`src/rtl/shift_pkg.sv`:
```
// Shared shift-command definitions: type encodings, a default-width command
// struct and the legality check for the shift-type field.
package shift_pkg;

  localparam int unsigned SHIFT_TYPE_W    = 3;
  localparam int unsigned SHIFT_DEF_WIDTH = 8;

  typedef enum logic [SHIFT_TYPE_W-1:0] {
    SHIFT_LSL = 3'b000,
    SHIFT_LSR = 3'b001,
    SHIFT_ASR = 3'b010,
    SHIFT_ROL = 3'b011,
    SHIFT_ROR = 3'b100
  } shift_type_e;

  typedef struct packed {
    logic [SHIFT_DEF_WIDTH-1:0]         data;
    logic [$clog2(SHIFT_DEF_WIDTH)-1:0] amt;
    shift_type_e                        typ;
  } shift_cmd_t;

  // Codes 101..111 have no shifter operation behind them.
  function automatic logic shift_type_legal(input logic [SHIFT_TYPE_W-1:0] t);
    return t <= SHIFT_TYPE_W'(SHIFT_ROR);
  endfunction

endpackage

```
`src/rtl/shift_cmd_fifo_mem.sv`:
```
// Register-array storage for the command queue: one synchronous write port,
// one asynchronous read port, contents cleared by reset.
module shift_cmd_fifo_mem #(
  parameter int DW    = 14,
  parameter int DEPTH = 4
) (
  input  logic                     clk,
  input  logic                     rst,
  input  logic                     we_i,
  input  logic [$clog2(DEPTH)-1:0] waddr_i,
  input  logic [DW-1:0]            wdata_i,
  input  logic [$clog2(DEPTH)-1:0] raddr_i,
  output logic [DW-1:0]            rdata_o
);

  logic [DW-1:0] mem_q [DEPTH];

  // NOTE: the array is reset because the head outputs must read as zero
  // straight out of reset; that rules out a RAM macro for this storage.
  always_ff @(posedge clk or posedge rst) begin
    if (rst) begin
      for (int i = 0; i < DEPTH; i++) mem_q[i] <= '0;
    end else if (we_i) begin
      mem_q[waddr_i] <= wdata_i;
    end
  end

  assign rdata_o = mem_q[raddr_i];

endmodule

```
`src/rtl/shift_cmd_queue.sv`:
```
// Valid/ready command FIFO feeding the barrel shifter.
// Optional build macro SHIFT_CMD_QUEUE_TYPE_CHECK_EN drops illegal-type pushes and raises err.
module shift_cmd_queue
  import shift_pkg::*;
#(
  parameter int WIDTH = 8,
  parameter int DEPTH = 4
) (
  input  logic                       clk,
  input  logic                       rst,
  input  logic                       in_valid,
  output logic                       in_ready,
  input  logic [WIDTH-1:0]           in_data,
  input  logic [$clog2(WIDTH)-1:0]   in_amt,
  input  logic [2:0]                 in_type,
  output logic                       out_valid,
  input  logic                       out_ready,
  output logic [WIDTH-1:0]           out_data,
  output logic [$clog2(WIDTH)-1:0]   out_amt,
  output logic [2:0]                 out_type,
  output logic [$clog2(DEPTH+1)-1:0] count,
  output logic                       full,
  output logic                       empty,
  output logic                       err
);

  localparam int AMT_W = $clog2(WIDTH);
  localparam int PTR_W = $clog2(DEPTH);
  localparam int CNT_W = $clog2(DEPTH + 1);

  typedef struct packed {
    logic [WIDTH-1:0] data;
    logic [AMT_W-1:0] amt;
    shift_type_e      typ;
  } cmd_t;

  localparam int CMD_W = $bits(cmd_t);

  cmd_t             wr_cmd, rd_cmd;
  logic [CMD_W-1:0] rd_raw;
  logic [PTR_W-1:0] wr_ptr_q, wr_ptr_d, rd_ptr_q, rd_ptr_d;
  logic [CNT_W-1:0] count_q, count_d;
  logic             push, pop, store;

  // Flags come from registered count only, so they never depend on the handshake inputs.
  assign full      = (count_q == CNT_W'(DEPTH));
  assign empty     = (count_q == '0);
  assign in_ready  = !full;
  assign out_valid = !empty;
  assign count     = count_q;

  assign push   = in_valid && in_ready;
  assign pop    = out_valid && out_ready;
  assign wr_cmd = '{data: in_data, amt: in_amt, typ: shift_type_e'(in_type)};

`ifdef SHIFT_CMD_QUEUE_TYPE_CHECK_EN
  logic err_q;

  assign store = push && shift_type_legal(in_type);
  assign err   = err_q;

  always_ff @(posedge clk or posedge rst) begin
    if (rst)                 err_q <= 1'b0;
    else if (push && !store) err_q <= 1'b1;
  end
`else
  assign store = push;
  assign err   = 1'b0;
`endif

  // NOTE: every next-state signal takes its hold value first, so no path
  // through this block can leave one unassigned and infer a latch.
  always_comb begin
    wr_ptr_d = wr_ptr_q;
    rd_ptr_d = rd_ptr_q;
    count_d  = count_q;
    if (store) wr_ptr_d = wr_ptr_q + PTR_W'(1);
    if (pop)   rd_ptr_d = rd_ptr_q + PTR_W'(1);
    case ({store, pop})
      2'b10:   count_d = count_q + CNT_W'(1);
      2'b01:   count_d = count_q - CNT_W'(1);
      default: count_d = count_q;
    endcase
  end

  // NOTE: state registers use non-blocking assignment so all of them update
  // from the same pre-edge values.
  always_ff @(posedge clk or posedge rst) begin
    if (rst) begin
      wr_ptr_q <= '0;
      rd_ptr_q <= '0;
      count_q  <= '0;
    end else begin
      wr_ptr_q <= wr_ptr_d;
      rd_ptr_q <= rd_ptr_d;
      count_q  <= count_d;
    end
  end

  shift_cmd_fifo_mem #(
    .DW    (CMD_W),
    .DEPTH (DEPTH)
  ) u_mem (
    .clk     (clk),
    .rst     (rst),
    .we_i    (store),
    .waddr_i (wr_ptr_q),
    .wdata_i (wr_cmd),
    .raddr_i (rd_ptr_q),
    .rdata_o (rd_raw)
  );

  assign rd_cmd   = cmd_t'(rd_raw);
  assign out_data = rd_cmd.data;
  assign out_amt  = rd_cmd.amt;
  assign out_type = rd_cmd.typ;

endmodule

```
`config.mk`:
```
export PLATFORM = sky130hd
export DESIGN_NAME = shift_cmd_queue
export DESIGN_NICKNAME = d
export VERILOG_FILES = /design/src/rtl/shift_pkg.sv /design/src/rtl/shift_cmd_fifo_mem.sv /design/src/rtl/shift_cmd_queue.sv
export SDC_FILE = /design/constraint.sdc
export NUM_CORES = 1
export LEC_CHECK = 0
export CORE_UTILIZATION = 57
export CTS_BUF_LIST = sky130_fd_sc_hd__clkbuf_4 sky130_fd_sc_hd__clkbuf_8
export CTS_CLUSTER_DIAMETER = 120
export DETAILED_ROUTE_END_ITERATION = 8
export GPL_TIMING_DRIVEN = 0
export PLACE_DENSITY = 0.82
export SYNTH_ARGS = -nofsm -noshare
export SYNTH_HDL_FRONTEND = slang
export SYNTH_SLANG_ARGS = --single-unit
```
`constraint.sdc`:
```
create_clock -name clk -period 2.36 [get_ports clk]
set_clock_uncertainty 0.15 [all_clocks]
set_input_delay 0.472 -clock clk [delete_from_list [all_inputs] [get_ports clk]]
set_output_delay 0.472 -clock clk [all_outputs]
set_load 0.03 [all_outputs]
```
# Word level (Yosys, flattened, before mapping)
# Index checks and enable logic that the tools add are counted.
# totals
register_bits	63
input_bits	18
out_inout_bits	22
word_cells	33
# classes
n_addsub	4
order_cmp	3
eq_ne	3
muxes	7
bitwise	2
n_reduce_logical	7
# op_table
cell	count
56-bit bitwise mux	1
14-bit two-way mux	3
14-bit binary-select mux with 2-bit select	1
14-bit demux with 2-bit select	1
3-bit >= comparator, second input constant	2
2-bit NOT with 3-bit output	2
3-bit case mux with 2 select lines	1
2-bit by 1-bit adder with 2-bit output, second input constant	2
3-bit by 1-bit adder with 3-bit output, second input constant	1
3-bit == test, second input constant	1
1-bit logical AND	3
3-bit zero test	1
3-bit by 1-bit less-than comparator with 1-bit output, second input constant	1
3-bit by 1-bit subtractor with 3-bit output, second input constant	1
2-bit by 1-bit == test with 1-bit output, second input constant	1
2-bit == test, second input constant	1
1-bit zero test	2
2-bit nonzero test	1

# Logic depth before layout (Yosys ltp)
# depth
depth_word	6
ltp_mapped	10
depth_no_buf	10

# Cells and area by module
# From an unflattened synthesis, not the netlist that was laid out.
# hier_totals
cells_unflattened	173
area_unflattened_um2	2807.7
# modules_own_cells
module	n_inst	cells_each	area_each_um2	seq_area_each_um2
shift_cmd_fifo_mem	1	139	2441.1	1401.3
shift_cmd_queue	1	34	366.6	175.2

# Worst setup path after synthesis
# No wires, ideal clock.
# synth_timing
path_type	reg-to-reg
startpoint	register count_q[0], in the netlist count[0]
endpoint	register count_q[2], in the netlist count[2]
setup_ps	81
t_arrival_ps	2154
required_ps	2129
path_slack_ps	-25
stages_incl_launch_ff	11
n_path_buf	0
synth_period_minus_slack_ps	2385
cell_sequence	dfrtp_1 > inv_2 > nand3_4 > inv_8 > nand2b_4 > ha_1 > inv_1 > fa_1 > xor2_1 > nor2_1 > xor2_1
# synth_via
elab_chain_len	5
word_cells_on_any_way	12
cone_classes	add/sub: 2; eq/ne: 3; mux: 1; reduce/logical: 6
# synth_lines
item	line_no	text
start, declared	shift_cmd_queue.sv:42	logic [CNT_W-1:0] count_q, count_d;
start signal, assigned	shift_cmd_queue.sv:96	count_q <= count_d;
3-bit == test *	shift_cmd_queue.sv:46	assign full = (count_q == CNT_W'(DEPTH));
1-bit zero test *	shift_cmd_queue.sv:48	assign in_ready = !full;
net in_ready	shift_cmd_queue.sv:12	output logic in_ready,
1-bit logical AND *	shift_cmd_queue.sv:52	assign push = in_valid && in_ready;
2-bit by 1-bit == test with 1-bit output or 2-bit == test (tied branches)	shift_cmd_queue.sv:79	case ({store, pop})
3-bit case mux with 2 select lines or 2-bit nonzero test (tied branches)	-	
# Mark *: on every way through the listed nets, which the timed path passes. The rest lies on a longest branch.
# A chain may end at the register's enable or synchronous reset.

# Worst setup path after layout
# layout_timing
startpoint	register rd_ptr_q[0]
endpoint	output out_data[4]
# layout_via
elab_chain_len	4
# layout_lines
item	line_no	text
start, declared	shift_cmd_queue.sv:41	logic [PTR_W-1:0] wr_ptr_q, wr_ptr_d, rd_ptr_q, rd_ptr_d;
start signal, assigned	shift_cmd_queue.sv:95	rd_ptr_q <= rd_ptr_d;
2-bit NOT with 3-bit output (not written as such)	shift_cmd_fifo_mem.sv:28	assign rdata_o = mem_q[raddr_i];
14-bit binary-select mux with 2-bit select	shift_cmd_fifo_mem.sv:28	
14-bit two-way mux (not written as such) (2 in a row)	shift_cmd_fifo_mem.sv:28	
end, declared	shift_cmd_queue.sv:18	output logic [WIDTH-1:0] out_data,
# Every way passes these cells. The select of a mux whose other input is x is not followed.

==> flow_metrics.env <==
export IMPL_run_status="finished, final reports clean"
export IMPL_synth_top_family_by_area="multiplexers"
export IMPL_vias=1675
export IMPL_maxSlewViolCount=0
export IMPL_min_period_ps=2310
export IMPL_synth_xor_area_share=0.0168
export IMPL_drive_above_1_share=0.545
export IMPL_dr_wl_met2_mm=3.03
export IMPL_ir_drop_uv=935
export IMPL_io_buffers=38
export IMPL_maxUsedRoutingLayer="met4"
export IMPL_die_h_um=76.1
export IMPL_wl_met1_mm=2.51
export IMPL_grt_setup_unrepaired="no"
export IMPL_crit_start="rd_ptr_q[0]$_DFFE_PP0P_"
export IMPL_firstDrtPassIters=4
export IMPL_placed_cells=287
export IMPL_period_share=0.977
export IMPL_dieArea_sq_um=5790
export IMPL_syn_area_per_cell_sq_um=17.6
export IMPL_ys_ff_latch=63
export IMPL_hold_ws_ps=355
export IMPL_synth_compound_area_frac=0.00320
export IMPL_place_congestion=0.759
export IMPL_synth_simple_area_share=0.0452
export IMPL_layout_cells_non_filler=305
export IMPL_clock_path_buffers=2
export IMPL_grt_pass1_vias=1900
export IMPL_dp_hpwl_mm=4.09
export IMPL_r2r_slack_ps=150
export IMPL_worstPathRequired_ps=1740
export IMPL_power_density_nw_per_um2=1630
export IMPL_final_util=0.735
export IMPL_final_common_cell="dfrtp_1"
export IMPL_finalNetCount=254
export IMPL_wl_mm=5.86
export IMPL_cts_root_buf="clkbuf_8"
export IMPL_endpoint_kind="output port"
export IMPL_worstMarginPinSlew_ps=698
export IMPL_grt_pass1_wl_mm=9.80
export IMPL_grt_max_degree=34
export IMPL_placementRows=26
export IMPL_cts_htree_levels=3
export IMPL_setup_viol=0
export IMPL_syn_num_nets=202
export IMPL_remaining_drc_errors=0
export IMPL_cts_buffers=9
export IMPL_min_path_type="reg2reg"
export IMPL_final_cell_mix="dfrtp_1 (59), mux2_4 (40), clkdlybuf4s50_1 (21)"
export IMPL_wl_met3_um=182
export IMPL_p_leak_nw=1.71
export IMPL_critPathLaunchType="flip-flop"
export IMPL_synthAdderAreaFrac=0.0264
export IMPL_die_w_um=76.1
export IMPL_start_util=0.601
export IMPL_max_freq_mhz=434
export IMPL_drt_iter0_drc=103
export IMPL_r2r_end="count[2]$_DFFE_PP0P_"
export IMPL_cts_sinks=63
export IMPL_slew_headroom=0.534
export IMPL_io_pin_count=40
export IMPL_hold_path_depth=1
export IMPL_synth_area_sq_um=3130
export IMPL_rr_worst_depth=10
export IMPL_ys_seq_area_frac=0.504
export IMPL_postRouteAntennaNets=0
export IMPL_grt_antenna_before_repair=0
export IMPL_antenna_cells=0
export IMPL_area_growth_pct=22.4
export IMPL_holdBufCountCts=0
export IMPL_hp_start="u_mem.mem_q[1]$_DFFE_PP0P_"
export IMPL_syn_inst=178
export IMPL_worstSkewPairLatency_ps=320
export IMPL_hold_violations=0
export IMPL_worstPathMaxFanout=8
export IMPL_reg2reg_from="count[0]$_DFFE_PP0P_"
export IMPL_wl_per_cell_um=19.2
export IMPL_netlist_cell_type_count=23
export IMPL_muxShareOfSynthArea=0.357
export IMPL_crit_end="out_data[4]"
export IMPL_cts_tree="done"
export IMPL_viasPerCell=5.49
export IMPL_maxCapViolCount=0
export IMPL_cp_data_arrival_time_ps=1680
export IMPL_yosysWarnings=0
export IMPL_core_area_sq_um=5200
export IMPL_clk_pin_slew_ps=60
export IMPL_grt_total_usage=0.227
export IMPL_critPathKind="reg2out"
export IMPL_grt_ovfl_total=0
worst min-delay path by stage:
stage	end	slack, ps
2_1_floorplan	u_mem.mem_q[23]$_DFFE_PP0P_	330
6_report	u_mem.mem_q[1]$_DFFE_PP0P_	360
4_1_cts	u_mem.mem_q[1]$_DFFE_PP0P_	360
3_3_place_gp	u_mem.mem_q[1]$_DFFE_PP0P_	330
5_1_grt	u_mem.mem_q[51]$_DFFE_PP0P_	380
3_5_place_dp	u_mem.mem_q[46]$_DFFE_PP0P_	340
timing repair:
item,4_1_cts,5_1_grt
gates cloned,0,1
setup endpoints to repair,17,14
gates resized for setup,57,14
endpoints found under the hold margin,0,0
buffers inserted,0,1
cell families (layout without fill, tap and decap cells):
group	count (synthesis)	after routing
buffers and inverters	16	73
and+or+nand+nor	13	13
other	1	1
DFF	63	63
adders and majority gates	6	6
muxes	72	72
xor gates and xnor gates	6	6
AOI/OAI and AO/OA	1	1
registers in the layout, summed over array words and instances, names as in the netlist:
register and count:
count 3, rd_ptr_q 2, u_mem.mem_q 56, wr_ptr_q 2
per-stage QoR:
stage	power (mW)	TNS, ps	setup WS [ps]	instance area, sq um
floorplan	4.42	0	29.1	3130
global placement	5.25	-45110	-852	3600
detailed placement	5.43	-2200	-269	3620
CTS	6.27	-98.1	-98.1	3810
global route	6.58	0	2.54	3830
finish	6.26	0	53.2	3830
layout make-up:
type / count / area [sq um]
inverter: 8 / 37.5
sequential: 63 / 1580
clock inverter: 3 / 40.0
fill: 326 / 1380
multi-input combinational: 99 / 1410
buffer: 8 / 134
clock buffer: 13 / 173
timing repair buffer: 41 / 367
tap: 70 / 87.6
cells in the mapped netlist (all sizes together):
library cell / number / area share
conb: 1 / 0.0012
buf: 8 / 0.034
mux2i: 1 / 0.0032
nand2b: 1 / 0.0044
inv: 8 / 0.012
xor2: 3 / 0.0084
ha: 5 / 0.020
nor2: 5 / 0.027
fa: 1 / 0.0064
mux4: 14 / 0.10
mux2: 57 / 0.25
nand2: 5 / 0.0060
dfrtp: 63 / 0.50
nand3: 1 / 0.0056
xnor2: 3 / 0.0084
or3: 1 / 0.0024
o31a: 1 / 0.0032
metal layers:
layer  up-vias  track usage
li1        737            -
met1       889        0.286
met2        38        0.372
met3        11       0.0455
met4         0        0.121
met5         -            0
worst max-delay path: stages, from the launching register on:
cell and delay (ps):
dfrtp_1 350, buf_8 160, buf_12 130, mux4_2 510, buf_2 200
power breakdown:
group	internal, mW	switching (mW)	total (mW)
combinational	1.73	1.54	3.27
clock	0.582	0.378	0.960
sequential	1.65	0.373	2.03
total	3.96	2.29	6.26
(Power assumes the default switching activity.)
